<file path="src/rtl/iic_txn_sequencer.sv">
// Register-level I2C transaction sequencer: turns one register write/read request into the
// byte engine's START/WRITE/READ/STOP command stream, polling busy and checking ACKs.
//
// state  | meaning
// BOOT   | post-reset lead-in, no bus activity
// CFG    | single write of SCL_PERIOD to engine register 1
// IDLE   | ready for a request
// ISSUE  | one command write to engine register 0
// SETTLE | SETTLE_CYC quiet cycles while the engine picks up the command
// POLL   | one status read of engine register 0
// CHK    | evaluate status: busy / NACK / read byte
// ABORT  | switch the command stream to a lone STOP
// FIN    | one-cycle done pulse
module iic_txn_sequencer #(
  parameter logic [7:0] SCL_PERIOD = 8'hFF,
  parameter int         SETTLE_CYC = 3,   // must be >= 1
  parameter int         TIMEOUT    = 65535
) (
  input  logic        clk,
  input  logic        rst,
  input  logic        req,
  output logic        ready,
  input  logic        rnw,
  input  logic [6:0]  dev_addr,
  input  logic [7:0]  reg_addr,
  input  logic [7:0]  wdata,
  output logic        done,
  output logic        err,
  output logic        err_to,
  output logic [7:0]  rdata,
  output logic [3:0]  m_address,
  output logic        m_chipselect,
  output logic        m_write,
  output logic [31:0] m_writedata,
  output logic        m_read,
  input  logic [31:0] m_readdata
);

  typedef enum logic [3:0] {
    S_BOOT, S_CFG, S_IDLE, S_ISSUE, S_SETTLE, S_POLL, S_CHK, S_ABORT, S_FIN
  } state_t;

  localparam logic [15:0] POLL_LAST   = 16'(TIMEOUT - 1);
  localparam logic [7:0]  SETTLE_LOAD = 8'(SETTLE_CYC - 1);

  state_t      state, state_nxt;
  logic [2:0]  step;
  logic        abort_q;
  logic [15:0] poll_cnt;
  logic [7:0]  settle_cnt;
  logic        rnw_q;
  logic [6:0]  dev_q;
  logic [7:0]  reg_q;
  logic [7:0]  wdata_q;
  logic [9:0]  cmd;
  logic        last_step;
  logic        wr_step;
  logic        rd_step;
  logic        busy;
  logic        nack;
  logic        poll_hit;
  logic        unused_ok;

  assign busy      = m_readdata[8];
  assign nack      = m_readdata[10];
  assign unused_ok = ^{m_readdata[31:11], m_readdata[9]};

  // Command word for the current step; an aborted transaction only ever sends STOP.
  always_comb begin
    cmd = 10'h200;
    if (!abort_q) begin
      case (step)
        3'd0:    cmd = 10'h100;
        3'd1:    cmd = {2'b00, dev_q, 1'b0};
        3'd2:    cmd = {2'b00, reg_q};
        3'd3:    cmd = rnw_q ? 10'h100 : {2'b00, wdata_q};
        3'd4:    cmd = rnw_q ? {2'b00, dev_q, 1'b1} : 10'h200;
        3'd5:    cmd = 10'h301;
        default: cmd = 10'h200;
      endcase
    end
  end

  assign last_step = rnw_q ? (step == 3'd6) : (step == 3'd4);
  assign wr_step   = (cmd[9:8] == 2'b00);
  assign rd_step   = (cmd[9:8] == 2'b11);
  assign poll_hit  = (poll_cnt == POLL_LAST);

  always_ff @(posedge clk or posedge rst) begin
    if (rst) state <= S_BOOT;
    else     state <= state_nxt;
  end

  always_comb begin
    state_nxt = state;
    case (state)
      S_BOOT:   state_nxt = S_CFG;
      S_CFG:    state_nxt = S_IDLE;
      S_IDLE:   if (req) state_nxt = S_ISSUE;
      S_ISSUE:  state_nxt = S_SETTLE;
      S_SETTLE: if (settle_cnt == 8'd0) state_nxt = S_POLL;
      S_POLL:   state_nxt = S_CHK;
      S_CHK: begin
        if (busy) begin
          if (poll_hit) state_nxt = abort_q ? S_FIN : S_ABORT;
          else          state_nxt = S_POLL;
        end else if (abort_q) begin
          state_nxt = S_FIN;
        end else if (wr_step && nack) begin
          state_nxt = S_ABORT;
        end else begin
          state_nxt = last_step ? S_FIN : S_ISSUE;
        end
      end
      S_ABORT:  state_nxt = S_ISSUE;
      S_FIN:    state_nxt = S_IDLE;
      default:  state_nxt = S_BOOT;
    endcase
  end

  always_comb begin
    ready        = 1'b0;
    done         = 1'b0;
    m_address    = 4'd0;
    m_chipselect = 1'b0;
    m_write      = 1'b0;
    m_read       = 1'b0;
    m_writedata  = 32'd0;
    case (state)
      S_CFG: begin
        m_chipselect = 1'b1;
        m_write      = 1'b1;
        m_address    = 4'd1;
        m_writedata  = {24'd0, SCL_PERIOD};
      end
      S_IDLE:  ready = 1'b1;
      S_ISSUE: begin
        m_chipselect = 1'b1;
        m_write      = 1'b1;
        m_writedata  = {22'd0, cmd};
      end
      S_POLL: begin
        m_chipselect = 1'b1;
        m_read       = 1'b1;
      end
      S_FIN:   done = 1'b1;
      default: ;
    endcase
  end

  always_ff @(posedge clk or posedge rst) begin
    if (rst) begin
      step       <= 3'd0;
      abort_q    <= 1'b0;
      poll_cnt   <= 16'd0;
      settle_cnt <= 8'd0;
      rnw_q      <= 1'b0;
      dev_q      <= 7'd0;
      reg_q      <= 8'd0;
      wdata_q    <= 8'd0;
      err        <= 1'b0;
      err_to     <= 1'b0;
      rdata      <= 8'd0;
    end else begin
      case (state)
        S_IDLE: if (req) begin
          rnw_q   <= rnw;
          dev_q   <= dev_addr;
          reg_q   <= reg_addr;
          wdata_q <= wdata;
          err     <= 1'b0;
          err_to  <= 1'b0;
          step    <= 3'd0;
          abort_q <= 1'b0;
        end
        S_ISSUE: begin
          poll_cnt   <= 16'd0;
          settle_cnt <= SETTLE_LOAD;
        end
        S_SETTLE: if (settle_cnt != 8'd0) settle_cnt <= settle_cnt - 8'd1;
        S_CHK: begin
          if (busy) begin
            poll_cnt <= poll_cnt + 16'd1;
            if (poll_hit) begin
              err    <= 1'b1;
              err_to <= 1'b1;
            end
          end else if (!abort_q) begin
            if (wr_step && nack) begin
              err <= 1'b1;
            end else begin
              if (rd_step) rdata <= m_readdata[7:0];
              step <= step + 3'd1;
            end
          end
        end
        S_ABORT: abort_q <= 1'b1;
        default: ;
      endcase
    end
  end

endmodule

</file>
<file path="config.mk">
export PLATFORM = sky130hd
export DESIGN_NAME = iic_txn_sequencer
export DESIGN_NICKNAME = d
export VERILOG_FILES = /design/src/rtl/iic_txn_sequencer.sv
export SDC_FILE = /design/constraint.sdc
export NUM_CORES = 1
export LEC_CHECK = 0
export ABC_CLOCK_PERIOD_IN_PS = 5150
export CORE_MARGIN = 2
export CORE_UTILIZATION = 53
export CTS_BUF_LIST = sky130_fd_sc_hd__clkbuf_8
export DETAILED_ROUTE_END_ITERATION = 7
export HOLD_SLACK_MARGIN = 0.15
export PLACE_DENSITY_LB_ADDON = 0.25
export SETUP_SLACK_MARGIN = 0.2
export SLEW_MARGIN = 40
export SYNTH_ARGS = -nofsm -noshare
export SYNTH_HDL_FRONTEND = slang
export SYNTH_SLANG_ARGS = --single-unit
</file>
<file path="constraint.sdc">
create_clock -name clk -period 5.15 [get_ports clk]
set_input_delay 0.515 -clock clk [delete_from_list [all_inputs] [get_ports clk]]
set_output_delay 0.515 -clock clk [all_outputs]
set_load 0.02 [all_outputs]
</file>
* Word level (Yosys, flattened, before mapping)
Index checks and enable logic that the tools add are counted.
Operators by class: shift-type cells 0, reduce and logical (&&, ||, !) cells 22, mux-type cells 39, multipliers 0, order comparisons 0, equal/unequal tests 27, add/sub/neg operators 3, bitwise operators 3, div/mod/pow operators 0
Operators by type and width (number):
- $pmux W10 S6 | 1
- $mux W4 | 8
- $pmux W16 S2 | 1
- $pmux W4 S8 | 1
- $mux W10 | 2
- $pmux W10 S2 | 1
- $add A16 B1 Y16 const B | 1
- $eq A16 B16 Y1 const B | 1
- $eq A4 B3 Y1 const B | 4
- $mux W16 | 1
- $ne A2 B2 Y1 const B | 8
- $pmux W8 S2 | 1
- $reduce_and A5 Y1 | 3
- $mux W1 | 13
- $mux W3 | 4
- $reduce_and A2 Y1 | 5
- $eq A3 B3 Y1 const B | 3
- $mux W9 | 1
- $ne A3 B3 Y1 const B | 3
- $eq A4 B2 Y1 const B | 2
- $logic_not A8 Y1 | 1
- $mux W8 | 1
- $reduce_bool A2 Y1 | 4
- $reduce_bool A8 Y1 | 1
- 17 further kinds | 23
Word-level totals: latch bits 0, ROM bits 0, input bits 59, logic and storage cells 106, memories kept 0, memory bits (writable) 0, register bits 66

* Depth between registers and ports, before layout
depth after elaboration 9, gate-level depth with buffers 7

* Worst setup path after synthesis
No wires, ideal clock.
kind flip-flop to output port, from reg step[2], to out m_writedata[1], data arrival time 2.454 ns, cell stages (with the launch flop) 8, buffers on the path 1, setup slack 2.181 ns, cells stage by stage dfrtp_1 buf_4 inv_1 ha_1 nor2b_1 a22o_1 o21ai_0 a2111oi_0
Between the ends: word-level cells in the longest chain between the ends 4, elaborated cells between the ends (all ways) 9, those cells by class eq/ne (5); mux (3); reduce/logical (1)
RTL lines:
- start: declaration | RTL line 47 | logic [2:0] step;
- start signal: assignment | RTL line 193 | step <= step + 3'd1;
- $eq A3 B3 Y1 (tied with other cells) | RTL line 72 | case (step)
- $pmux W10 S6 * | RTL line 72
- $mux W10 * | RTL line 71 | if (!abort_q) begin
- $pmux W10 S2 * | RTL line 129 | case (state)
- end: declaration | RTL line 34 | output logic [31:0] m_writedata,
Every way passes the cells marked *; elsewhere a longest branch is shown, timed or not.

* Final worst setup path
Same ends and word-level chain as after synthesis.

==> run summary <==
A synthesized cell averages 10.33 µm². The library cell contributing the largest single delay on the critical path was clkdlybuf4s50_1. Proportion of register bits with asynchronous set or reset after synthesis: 1.000. In this design, the largest share of critical-path delay is due to compound AO/OA/AOI/OAI gates. The min-delay analysis places its worst path in the category flop to flop. For the TritonCTS sink count, the log shows 66. The flow ran to the end, and the final reports show no timing, DRC or antenna violations.

Summing all placed instances gives a cell area of 0.004407 mm². The first detailed-routing pass ran for 6 iterations. The routability congestion estimate from global placement is 0.8485. After filler insertion, the fill cell instance count of the layout stands at 558. The deepest level of the CTS H-tree was 3; the via count of the first global-routing pass was 2691. The number of CTS-inserted buffers is 9, and the number of buffers added to fix hold violations after cts is 0. The design draws 2.341 mW. After the first detailed-routing iteration, the DRC count stood at 175.

STA classifies the critical path startpoint as a flop. Share of cells above drive strength 1: 0.1452. The required time of the critical path is 4.64 ns.

The run gives 0 ns as the total negative setup slack. After global routing the overflow that remains totals 0. The critical-path maximum fanout is 10, and the cell area after layout is 0.004628 mm².

The number of hold-slack violations in the final timing report came out at 0. The wire-length estimate of the detail-placed layout is 5837 µm. At the placement stage, the worst setup path has a slack of 1.522 ns. Hold is met by 0.5050 ns.

Power spread over the standard cell area amounts to 505.8 mW/mm². The effective utilization at floorplan is 0.5548, and the count of mapped cells out of synthesis is 369. The largest stage delay on the critical path was 0.72 ns. The final-report max-slew violation count was 0; the detailed-route wire length per cell was 15.26 µm. Across the run, the number of max-cap violations was 0.

The post-route clock period utilization is 0.7385, and the wire length of the first global-routing pass is 12870 µm. The region available for standard cell placement spans 0.006869 mm². The floorplan step set the die width to 88.80 µm. TritonCTS built the clock tree.

Cell at the root of the clock tree: clkbuf_8. The y dimension of the die came out at 88.80 µm. For this design the top-level I/O count stands at 110. In this run the cell area of the synthesized design comes to 0.003811 mm².

The number of buffers added on ports came out at 62. The worst setup path is captured at an output pin. Register bit total from synthesis: 66.

In the synthesized netlist the dominant register cell turns out to be dfrtp_1. The unique cell type count in the Yosys netlist was 60; the final number of setup-violating endpoints was 0. For the Yosys warning count, the log shows 0. The number of flops mapped to enable cells by yosys was 0. The tools report the final setup slack of the worst path as 1.347 ns. By startpoint and endpoint, the worst setup path is classified as flop to output pin.

Clock-pin slew was measured on the worst setup and hold paths at 0.07 ns. At the pin with the least slew margin, the transition time is 0.7597 ns. The run gives 0 as the residual DRC count.

The worst-case IR drop observed on VDD is 0.0002954 V. The logs give 40 for the largest net degree at the start of global routing and 0 for the residual antenna-violating net count after detailed routing. For the worst slew margin relative to its limit, the log shows 0.4855. The clock reaches the later pin of the worst-skew pair after 0.34 ns. The logs give 0 for the total inserted antenna cells and 262.9 MHz for the highest clock rate.

The floorplan step defined a die boundary enclosing 0.007885 mm². The tools report the all-layer global routing usage as 0.2106. The sequential area share after synthesis is 0.4334, and the ratio of routed vias to standard cells is 5.602. The clock skew after layout is 0.007853 ns. The critical path goes through inv_1 > ha_1 > nor2b_1 > a22o_1 > o21ai_0 > a2111oi_0 > clkdlybuf4s50_1. The final route contains 2969 vias. The run gives 0 as the number of instances resized during post-cts repair.

After the last flow step, the layout net total stands at 498. The area growth from synthesis to layout is 21.44%. The analysis attributes to cell leakage a power of 1.997 nW. The critical path contains buffers and inverters numbering 2 combined.

Setup repair after global routing left no endpoint under its margin. The longest clock path from root to sink contains 2 buffers. For the worst setup path, the data arrival time is 3.29 ns.

The routed design has 8090 µm of wire. The run gives 30 as the number of core rows. The number of antenna violations at the first check in global routing is 0, and the final critical delay including setup and external delays is 3.803 ns. The number of setup buffers added after CTS came out at 0.
through the flow:
stage / utilization / cells
floorplan: - / 393
global placement: 0.6386 / 513
detailed placement: 0.6415 / 514
CTS: 0.6734 / 530
global route: 0.6738 / 530
finish: 0.6738 / 530
registers in the layout, summed over array words and instances (netlist names):
signal,flops
abort_q,1
dev_q,7
err,1
err_to,1
poll_cnt,16
rdata,8
reg_q,8
rnw_q,1
settle_cnt,8
state,4
step,3
wdata_q,8
Yosys cell counts, types with 3 or more instances:
library cell / n / area share
nand2_1: 27 / 0.027
or3_1: 10 / 0.016
nand4_1: 6 / 0.0099
ha_1: 10 / 0.033
nand3_1: 13 / 0.017
o211ai_1: 4 / 0.0079
o31ai_1: 3 / 0.0059
o21a_1: 3 / 0.0059
or2_2: 3 / 0.0049
a21oi_1: 10 / 0.013
nor4b_1: 3 / 0.0069
nor3_1: 5 / 0.0066
buf_2: 6 / 0.0079
nor2_1: 21 / 0.021
inv_1: 10 / 0.0099
o21ai_0: 18 / 0.024
dfrtp_1: 66 / 0.43
nor4_1: 4 / 0.0066
nor2b_1: 5 / 0.0082
or4_1: 3 / 0.0059
and3_1: 5 / 0.0082
clkbuf_1: 6 / 0.0059
mux2i_1: 9 / 0.024
a222oi_1: 6 / 0.016
buf_4: 27 / 0.053
nand2b_1: 9 / 0.015
mux2_4: 5 / 0.020
xor2_1: 7 / 0.016
mux2_2: 29 / 0.086
layer usage:
| metal | up-vias | part of all wire | track usage |
|---|---|---|---|
| li1 | 1411 | - | - |
| met1 | 1444 | 0.45 | 0.2889 |
| met2 | 104 | 0.48 | 0.3412 |
| met3 | 10 | 0.062 | 0.03638 |
| met4 | 0 | 0.012 | 0.06612 |
| met5 | - | 0 | 0 |
power by group:
group | internal, mW | switching [mW] | leakage (nW)
Clock | 0.282 | 0.197 | 0.113
Combinational | 0.498 | 0.508 | 1.03
Sequential | 0.692 | 0.163 | 0.852
Total | 1.47 | 0.868 | 2.00
cell usage in the layout, fill, tap and decap left out, drive strengths merged, types with 6 or more instances in the layout:
master         count
dfrtp             66
clkdlybuf4s50     62
mux2              34
nand2             27
conb              25
nor2              21
o21ai             19
nand3             13
inv               11
or3               10
a21oi             10
ha                10
clkbuf            10
nand2b            10
mux2i              9
xor2               7
nand4              6
a222oi             6
cell families (layout without fill, tap and decap cells):
| logic type | Yosys count | in the layout | share of synthesized area |
|---|---|---|---|
| buf+inv | 51 | 92 | 0.08273 |
| flops | 66 | 66 | 0.4334 |
| mux | 43 | 43 | 0.1290 |
| simple gates | 127 | 127 | 0.1884 |
| xor+xnor | 8 | 8 | 0.01839 |
| fa+ha+maj | 10 | 10 | 0.03283 |
| compound gates | 63 | 63 | 0.1143 |
| other cells | 1 | 25 | 0.0009840 |
path summary, 6_finish.rpt:
| path | from | endpoint | slack [ns] | cells after the start |
|---|---|---|---|---|
| setup reg to reg | step[0] | step[0] | 2.85 | 6 |
| hold / removal | rdata[2] | rdata[2] | 0.50 | 1 |
| setup / recovery | step[2] | m_writedata[1] | 1.35 | 7 |
| max in group asynchronous | rst | wdata_q[6] | 4.07 | 4 |
| min in group asynchronous | rst | rdata[4] | 0.55 | 3 |
| hold reg to reg | rdata[2] | rdata[2] | 0.50 | 1 |
cell type report:
cell class | count | area [µm²] | area share
timing repair buffer | 66 | 663.1 | 0.1433
tap | 96 | 120.1 | 0.02595
clock inverter | 6 | 81.33 | 0.01757
multi-input combinational | 276 | 1937 | 0.4185
clock buffer | 10 | 137.6 | 0.02974
inverter | 10 | 37.54 | 0.008110
sequential | 66 | 1652 | 0.3569
Note: power is estimated with default switching activity, not from simulation.
